File: config.mk
export PLATFORM = sky130hd
export DESIGN_NAME = byte_serial_add_sub
export DESIGN_NICKNAME = d
export VERILOG_FILES = /design/src/rtl/byte_serial_add_sub.sv
export SDC_FILE = /design/constraint.sdc
export NUM_CORES = 1
export LEC_CHECK = 0
export BUFFER_PORTS_ARGS = -buffer_cell sky130_fd_sc_hd__clkbuf_2
export CORE_ASPECT_RATIO = 0.7
export CORE_UTILIZATION = 61
export DETAILED_ROUTE_END_ITERATION = 16
export HOLD_SLACK_MARGIN = 0.1
export MAX_ROUTING_LAYER = met4
export PLACE_DENSITY = 0.86
export REMOVE_ABC_BUFFERS = 1
export SETUP_SLACK_MARGIN = 0.3
export SLEW_MARGIN = 25
export SYNTH_ARGS = -nofsm -noshare
export SYNTH_HDL_FRONTEND = slang
export SYNTH_SLANG_ARGS = --single-unit
File: constraint.sdc
create_clock -name Clk -period 7.5 [get_ports Clk]
set_clock_uncertainty 0.2 [all_clocks]
set_input_delay 0.375 -clock Clk [delete_from_list [all_inputs] [get_ports Clk]]
set_output_delay 0.375 -clock Clk [all_outputs]
set_load 0.01 [all_outputs]
File: src/rtl/byte_serial_add_sub.sv
// byte_serial_add_sub: multi-byte two's-complement adder/subtractor.
// One byte per clock, LSB first, carry kept in a register between bytes.
// Start/Busy/Done handshake; Result and flags are registered and only
// change on the edge that enters DONE.
// Optional feature: define SAT_EN to clamp Result on signed overflow.
module byte_serial_add_sub #(
    parameter int BYTES = 4
) (
    input  logic               Clk,
    input  logic               Reset,
    input  logic               Start,
    input  logic               Sub,
    input  logic [8*BYTES-1:0] OpA,
    input  logic [8*BYTES-1:0] OpB,
    output logic               Busy,
    output logic               Done,
    output logic [8*BYTES-1:0] Result,
    output logic               CarryOut,
    output logic               Overflow,
    output logic               Zero
);

    localparam int WIDTH = 8 * BYTES;
    localparam int IDX_W = $clog2(BYTES);
    localparam logic [IDX_W-1:0] LAST_IDX = IDX_W'(BYTES - 1);

    typedef enum logic [1:0] {
        IDLE = 2'd0,
        RUN  = 2'd1,
        DONE = 2'd2
    } state_t;

    state_t           state;
    logic [WIDTH-1:0] a_reg;
    logic [WIDTH-1:0] b_reg;     // holds OpB already inverted for subtract
    logic [WIDTH-1:0] work;
    logic             carry;
    logic [IDX_W-1:0] idx;

    logic [7:0]       a_byte;
    logic [7:0]       b_byte;
    logic [8:0]       sum9;
    logic [7:0]       low7;
    logic             ovf_next;
    logic [WIDTH-1:0] word_next;
    logic [WIDTH-1:0] out_word;
    logic             zero_next;

    // Select the current byte pair, add with carry and merge into the word
    always_comb begin
        a_byte    = '0;
        b_byte    = '0;
        word_next = work;
        for (int unsigned i = 0; i < BYTES; i++) begin
            if (idx == IDX_W'(i)) begin
                a_byte = a_reg[i*8 +: 8];
                b_byte = b_reg[i*8 +: 8];
            end
        end
        sum9 = {1'b0, a_byte} + {1'b0, b_byte} + {8'b0, carry};
        // Carry into the byte's top bit; only meaningful on the final byte
        low7 = {1'b0, a_byte[6:0]} + {1'b0, b_byte[6:0]} + {7'b0, carry};
        ovf_next = low7[7] ^ sum9[8];
        for (int unsigned i = 0; i < BYTES; i++) begin
            if (idx == IDX_W'(i)) begin
                word_next[i*8 +: 8] = sum9[7:0];
            end
        end
`ifdef SAT_EN
        if (ovf_next) begin
            out_word = {a_reg[WIDTH-1], {(WIDTH-1){~a_reg[WIDTH-1]}}};
        end else begin
            out_word = word_next;
        end
`else
        out_word = word_next;
`endif
        zero_next = (out_word == '0);
    end

    // Control FSM, datapath registers and registered outputs
    always_ff @(posedge Clk or posedge Reset) begin
        if (Reset) begin
            state    <= IDLE;
            a_reg    <= '0;
            b_reg    <= '0;
            work     <= '0;
            carry    <= 1'b0;
            idx      <= '0;
            Busy     <= 1'b0;
            Done     <= 1'b0;
            Result   <= '0;
            CarryOut <= 1'b0;
            Overflow <= 1'b0;
            Zero     <= 1'b0;
        end else begin
            case (state)
                IDLE, DONE: begin
                    Done <= 1'b0;
                    if (Start) begin
                        a_reg <= OpA;
                        b_reg <= OpB ^ {WIDTH{Sub}};
                        carry <= Sub;
                        idx   <= '0;
                        state <= RUN;
                        Busy  <= 1'b1;
                    end else begin
                        state <= IDLE;
                        Busy  <= 1'b0;
                    end
                end
                RUN: begin
                    work  <= word_next;
                    carry <= sum9[8];
                    if (idx == LAST_IDX) begin
                        state    <= DONE;
                        Busy     <= 1'b0;
                        Done     <= 1'b1;
                        Result   <= out_word;
                        CarryOut <= sum9[8];
                        Overflow <= ovf_next;
                        Zero     <= zero_next;
                    end else begin
                        idx <= idx + IDX_W'(1);
                    end
                end
                default: begin
                    state <= IDLE;
                    Busy  <= 1'b0;
                    Done  <= 1'b0;
                end
            endcase
        end
    end

endmodule

==> results of run 1 <==
area by class of cell:
type / count / area, sq um
multi-input cells: 530 / 2850
flip-flops and latches: 129 / 3230
fillers: 588 / 1830
well taps: 128 / 160
repair buffers: 170 / 1170
clock inverters: 7 / 110
clock buffers: 22 / 464
inverters: 5 / 21.3
critical path, cell delays in order (launching register included):
cell     delay [ns]
dfrtp_1        0.40
inv_1          0.12
ha_2           0.81
nor2_1         0.12
a21oi_1        0.16
nor2_1         0.06
a21oi_1        0.15
o21ai_0        0.12
fa_1           0.47
fa_1           0.45
xnor2_2        0.32
nand2_2        0.09
or4_1          0.52
nor4_1         0.39
a32o_1         0.23
metal layers:
layer / vias up / wire length, microns / GRT usage (%)
li1: 2623 / - / -
met1: 2694 / 7050 / 43.8
met2: 241 / 7930 / 54.7
met3: 26 / 1240 / 7.57
met4: 0 / 212 / 10.3
met5: - / 0 / -
stage by stage:
step / util [%] / cell area, sq um / total power [mW] / instances
2_1_floorplan: - / 6090 / 2.47 / 664
5_1_grt: 81.4 / 8010 / 4.23 / 991
3_3_place_gp: 69.3 / 6820 / 2.94 / 901
3_5_place_dp: 69.3 / 6820 / 3.04 / 901
4_1_cts: 81.4 / 8000 / 3.91 / 991
6_report: 81.4 / 8010 / 3.95 / 991
final timing paths:
path	slack, ns	start	to
max in group asynchronous	5.57	Reset	Result[24]
min	0.11	OpB[0]	b_reg[0]
min reg2reg	0.28	Result[9]	Result[9]
max reg2reg	2.82	idx[1]	Zero
max	2.82	idx[1]	Zero
min in group asynchronous	0.40	Reset	a_reg[21]
power groups by stage:
stage	combinational, mW	sequential (mW)	clock [mW]
6_report	1.89	1.23	0.822
5_1_grt	2.10	1.27	0.855
4_1_cts	1.86	1.23	0.824
3_5_place_dp	1.81	1.23	0
3_3_place_gp	1.73	1.21	0
2_1_floorplan	1.25	1.22	0
what timing repair did:
action,4_1_cts,5_1_grt
endpoints found under the hold margin,108,0
hold buffers,61,0
gates resized for setup,0,0
cells in the mapped netlist (2+ instances only):
library cell / instances
a211oi_1: 4
a21o_1: 5
o21ai_1: 5
or3_1: 2
nor2b_1: 2
mux2i_1: 18
fa_1: 2
nor4_1: 5
nor3_1: 2
buf_1: 4
mux2_2: 6
xor2_1: 2
xnor2_1: 36
dfrtp_1: 129
a21oi_1: 36
buf_2: 4
nor2_1: 48
ha_1: 11
nand3_1: 2
o21a_1: 3
nand2_1: 222
nand2b_1: 3
inv_1: 4
o21ai_0: 95
a22o_1: 2
clkbuf_1: 40
nor4b_1: 2
or4_1: 2
and3_1: 2
logic make-up (layout without fill, tap and decap cells):
| family | Yosys count | in the layout |
|---|---|---|
| flops | 129 | 129 |
| xor+xnor | 40 | 40 |
| mux | 24 | 24 |
| compound gates | 156 | 156 |
| buf+inv | 53 | 204 |
| fa+ha+maj | 13 | 13 |
| simple gates | 297 | 297 |
==> impl_metrics.py, run 1 <==
metrics = {
    "routing": {
        "detail-route-antenna-nets": 0,
        "drtIter0Drc": 535,
        "num_vias": 5584,
        "routed_wl_mm": 16.4,
        "wire_per_inst_microns": 16.6,
        "route.detailed.drc": 0,
        "first_pass_iters": 5,
        "routed_via_density": 5.63,
    },
    "floorplan": {
        "dieArea_sq_um": 10700,
        "rows": 30,
        "die_w_microns": 123,
        "die_h_microns": 86.8,
        "io_pins": 105,
        "core_sq_um": 9830,
        "start_util_pct": 63.8,
    },
    "cells_and_area": {
        "drive_gt1_share_pct": 18.1,
        "diodes": 0,
        "final_cell_mix": "nand2_1 (222), dfrtp_1 (129), clkbuf_2 (104)",
        "final_common_cell": "nand2_1",
        "fin_nets": 934,
        "area_growth_pct": 27.6,
    },
    "clock_tree": {
        "cts-root-buf": "clkbuf_16",
        "cts_tree": "done",
        "path_clk_slew_ns": 0.06,
        "cts_buffers": 17,
        "h-tree-depth": 4,
        "insertion_delay_ns": 0.42,
        "postCtsSetupBuffers": 0,
        "clk_path_buf_depth": 2,
        "cts.sinks": 129,
    },
    "synthesis": {
        "yosys.area_share.adder_pct": 2.83,
        "synth-xor-area-share_pct": 5.82,
        "synth_top_area_share_pct": 51.5,
        "synthTopCellsByArea": "dfrtp_1 (51%), nand2_1 (13%), o21ai_0 (7.6%), xnor2_1 (5.0%), a21oi_1 (2.9%)",
        "synth_mux_area_share_pct": 3.95,
        "avgSynthCellArea_sq_um": 8.81,
        "synth_area_sq_um": 6270,
        "synthFlopType": "dfrtp_1",
        "synth-edff-count": 0,
        "synthCells": 712,
        "yosysWarnings": 0,
        "synth_cell_type_count": 43,
        "synth_seq_cells": 129,
        "yosys.area.top_type": "dfrtp_1",
        "synth.yosys.seq_area_share_pct": 51.5,
        "synth-async-reset-ratio_pct": 100,
        "synth_compound_area_share_pct": 13.6,
        "synth_top_family_by_area": "simple AND/OR/NAND/NOR gates",
        "synthSimpleGateAreaFrac_pct": 19.1,
    },
    "power": {
        "swShare_pct": 43.1,
        "switchingPower_mw": 1.70,
        "seqPwrFrac_pct": 31.3,
        "clkPwrFrac_pct": 20.8,
        "power_frac_comb_pct": 47.9,
        "cell_internal_pwr_mw": 2.25,
        "power_density_nw_per_um2": 493,
        "peakVddDrop_uv": 336,
        "p_leak_nw": 3.92,
    },
    "sta": {
        "setup_violations": 0,
        "min_period_ns": 4.68,
        "setup_ws_ns": 2.82,
        "maxSlewHeadroom_pct": 30.8,
        "setup-tns-final_ns": 0,
        "period_share_pct": 62.4,
        "maxSlewViolCount": 0,
        "worst_pin_slew_ns": 1.04,
        "rsz0062_at_grt": "false",
        "hold_slack_ns": 0.108,
        "clock.fmax_mhz": 214,
        "hold_viol": 0,
    },
    "critical_path": {
        "worst_setup_path_start_kind": "register",
        "crit_arrival_ns": 4.84,
        "reg2reg_depth": 14,
        "critPathCaptureType": "register",
        "cp_max_fo": 44,
        "crit_required_ns": 7.65,
        "path_class": "reg2reg",
    },
    "run": {
        "maxCapViolCount": 0,
    },
    "global_routing": {
        "grtUsageTotal_pct": 34.2,
        "grt_max_degree": 100,
        "antenna_found_initial": 0,
        "overflow": 0,
        "grt_pass1_wl_mm": 26.6,
        "grt_pass1_vias": 5462,
    },
    "placement": {
        "gp_congestion": 0.888,
        "port_buffers": 104,
        "hpwlAfterDp_mm": 9.79,
        "dpl_worst_slack_ns": 2.91,
    },
    "worst_hold_path": {
        "hold_class": "in2reg",
        "holdPathStages": 3,
    },
    "run_status": {
        "status": "complete, no violations",
    },
}
No activity file was read; power rests on OpenSTA's default activity.
==> inputs of run 2 (changes only) <==
--- a/config.mk
+++ b/config.mk
@@ -5,13 +5,14 @@
 export SDC_FILE = /design/constraint.sdc
 export NUM_CORES = 1
 export LEC_CHECK = 0
+export ABC_AREA = 1
 export BUFFER_PORTS_ARGS = -buffer_cell sky130_fd_sc_hd__clkbuf_2
 export CORE_ASPECT_RATIO = 0.7
-export CORE_UTILIZATION = 61
+export CORE_UTILIZATION = 57
 export DETAILED_ROUTE_END_ITERATION = 16
 export HOLD_SLACK_MARGIN = 0.1
 export MAX_ROUTING_LAYER = met4
-export PLACE_DENSITY = 0.86
+export PLACE_DENSITY = 0.8
 export REMOVE_ABC_BUFFERS = 1
 export SETUP_SLACK_MARGIN = 0.3
 export SLEW_MARGIN = 25
==> constraint.sdc (replaced) <==
create_clock -name Clk -period 4.56 [get_ports Clk]
set_clock_uncertainty 0.2 [all_clocks]
set_input_delay 0.228 -clock Clk [delete_from_list [all_inputs] [get_ports Clk]]
set_output_delay 0.228 -clock Clk [all_outputs]
set_load 0.01 [all_outputs]
==> run 2 against run 1 <==
Effect of this change:
- clock power increased by 72%
- final cell count up 7.4%
- synthesized cell count is 3.7% higher
- cell area grew 5.8%
- synthesized area is 4.2% higher
- wire length is 5.3% higher
- hold slack improved by 0.12 ns
==> impl_metrics.py, run 2 <==
metrics = {
    "sta": {
        "clock.fmax_mhz": 252,
        "min_period_ns": 3.97,
        "hold_viol": 0,
        "maxSlewHeadroom_pct": 32.7,
        "maxSlewViolCount": 0,
        "worst_pin_slew_ns": 1.01,
        "period_share_pct": 87.1,
        "setup_ws_ns": 0.590,
        "setup_violations": 0,
        "setup-tns-final_ns": 0,
        "rsz0062_at_grt": "false",
        "hold_slack_ns": 0.224,
    },
    "cells_and_area": {
        "drive_gt1_share_pct": 23.6,
        "area_growth_pct": 29.5,
        "final_common_cell": "nand2_1",
        "final_cell_mix": "nand2_1 (195), dfrtp_1 (132), clkbuf_2 (104)",
        "fin_nets": 978,
        "fill_cells": 764,
    },
    "routing": {
        "routed_via_density": 5.43,
        "drtIter0Drc": 438,
        "detail-route-antenna-nets": 0,
        "routed_wl_mm": 17.3,
        "wire_per_inst_microns": 16.3,
        "first_pass_iters": 5,
        "num_vias": 5777,
        "route.detailed.drc": 0,
    },
    "critical_path": {
        "critPathCaptureType": "register",
        "cpMostUsedCell": "nand2_2",
        "cp_top_family": "adder cells",
        "crit_chain": "inv_1, ha_2, inv_1, nor2_4, a22oi_1, nand2_1, o21ai_0, a21oi_1, fa_1, fa_1, nand2_2, nand2_2, nand3_2, nand2_2, nand2_2, nand2_1, a21oi_1, xor2_1, o21ai_1",
        "crit_required_ns": 4.64,
        "reg2reg_slack_ns": 0.59,
        "worst_setup_path_start_kind": "register",
        "cp_max_fo": 12,
        "critPathSlowestCell": "fa_1",
        "path_buf_inv": 2,
        "max_stage_delay_ns": 0.47,
        "crit_arrival_ns": 4.05,
        "path_class": "reg2reg",
    },
    "clock_tree": {
        "path_clk_slew_ns": 0.06,
        "cts-root-buf": "clkbuf_16",
        "postCtsSetupBuffers": 0,
        "cts_tree": "done",
        "insertion_delay_ns": 0.42,
        "cts.sinks": 132,
        "h-tree-depth": 4,
        "clk_path_buf_depth": 2,
        "cts_buffers": 17,
    },
    "global_routing": {
        "grt_pass1_wl_mm": 28.6,
        "grt_max_degree": 101,
        "grtUsageTotal_pct": 32.4,
        "grt_pass1_vias": 5960,
        "antenna_found_initial": 1,
        "overflow": 0,
    },
    "floorplan": {
        "dieArea_sq_um": 11900,
        "die_w_microns": 130,
        "io_pins": 105,
        "rows": 32,
        "start_util_pct": 59.0,
        "die_h_microns": 91.6,
        "core_sq_um": 11100,
    },
    "placement": {
        "port_buffers": 104,
        "hpwlAfterDp_mm": 10.8,
        "dpl_worst_slack_ns": 0.543,
        "gp_congestion": 0.899,
    },
    "synthesis": {
        "synth.yosys.seq_area_share_pct": 50.5,
        "synth-edff-count": 0,
        "synth-async-reset-ratio_pct": 100,
        "yosysWarnings": 0,
        "synth_seq_cells": 132,
        "synth_area_sq_um": 6540,
        "synth_top_area_share_pct": 50.5,
        "synthCells": 738,
        "yosys.area.top_type": "dfrtp_1",
        "synthTopCellsByArea": "dfrtp_1 (51%), nand2_1 (11%), o21ai_0 (7.5%), mux2_2 (5.3%), xnor2_1 (4.3%)",
        "ys_top_cells_by_count": "nand2_1 (196), dfrtp_1 (132), o21ai_0 (98)",
        "synthFlopType": "dfrtp_1",
        "synth_cell_type_count": 34,
        "avgSynthCellArea_sq_um": 8.86,
        "synth.most_common_cell": "nand2_1",
    },
    "worst_hold_path": {
        "hold_class": "in2reg",
    },
    "power": {
        "swShare_pct": 45.9,
        "clkPwrFrac_pct": 19.0,
        "power_density_nw_per_um2": 877,
        "switchingPower_mw": 3.41,
        "p_leak_nw": 4.15,
        "peakVddDrop_uv": 564,
        "seqPwrFrac_pct": 27.9,
        "power_frac_comb_pct": 53.2,
        "cell_internal_pwr_mw": 4.02,
    },
    "run": {
        "maxCapViolCount": 0,
    },
    "run_status": {
        "status": "complete, no violations",
    },
}
run 2: layout make-up:
cell class / count / area, sq um / area share, %
multi-input cells: 516 / 2900 / 34.2
diodes: 1 / 2.50 / 0.0296
repair buffers: 179 / 1270 / 15.0
inverters: 51 / 194 / 2.29
clock inverters: 13 / 158 / 1.86
clock buffers: 19 / 453 / 5.35
flip-flops and latches: 132 / 3300 / 39.0
well taps: 153 / 191 / 2.26
run 2: logic make-up (layout without fill, tap and decap cells):
kind of cell	count (synthesis)	in the layout	synth area share [%]
and+or+nand+nor	287	287	18.6
AOI/OAI and AO/OA	152	152	12.9
DFF	132	132	50.5
buffers and inverters	90	262	5.51
xor gates and xnor gates	33	33	4.42
muxes	31	31	5.34
adders and majority gates	13	13	2.72
other	0	1	0
run 2: repair_timing:
item | in CTS | in global routing
setup endpoints to repair | 0 | 4
resized for setup | 0 | 4
hold buffers | 66 | 0
endpoints found under the hold margin | 138 | 0
run 2: worst min-delay path, stage by stage:
cell	delay [ns]
clkbuf_2	0.29
nand3_1	0.19
o211ai_1	0.08
run 2: power groups by stage:
| stage | logic (mW) | registers (mW) | clock network, mW |
|---|---|---|---|
| after floorplan | 2.75 | 2.03 | 0 |
| after global placement | 3.63 | 2.04 | 0 |
| after detailed placement | 3.77 | 2.06 | 0 |
| after CTS | 3.88 | 2.05 | 1.42 |
| after global routing | 4.45 | 2.12 | 1.47 |
| final | 3.95 | 2.07 | 1.41 |
run 2: path summary, 6_finish.rpt:
check,cells after the start,startpoint,end
worst max-delay path,19,idx[0],Overflow
worst min-delay path,3,Sub,carry
worst max register to register,19,idx[0],Overflow
worst min register to register,2,Result[26],Result[26]
max in group asynchronous,4,Reset,work[4]
min in group asynchronous,3,Reset,a_reg[4]
run 2: stage by stage:
step / util, % / cells / instance area, sq um / power (mW)
2_1_floorplan: - / 699 / 6370 / 4.78
6_report: 76.3 / 1064 / 8470 / 7.42
3_3_place_gp: 64.5 / 964 / 7150 / 5.67
3_5_place_dp: 64.5 / 964 / 7150 / 5.83
4_1_cts: 75.9 / 1062 / 8420 / 7.34
5_1_grt: 76.3 / 1064 / 8470 / 8.04
run 2: layer usage:
metal / track usage, % / part of all wire, % / wire, microns
met5: - / 0 / 0
met4: 9.88 / 1.7 / 302
met3: 8.58 / 6.4 / 1120
met2: 51.5 / 48 / 8280
met1: 40.8 / 44 / 7610
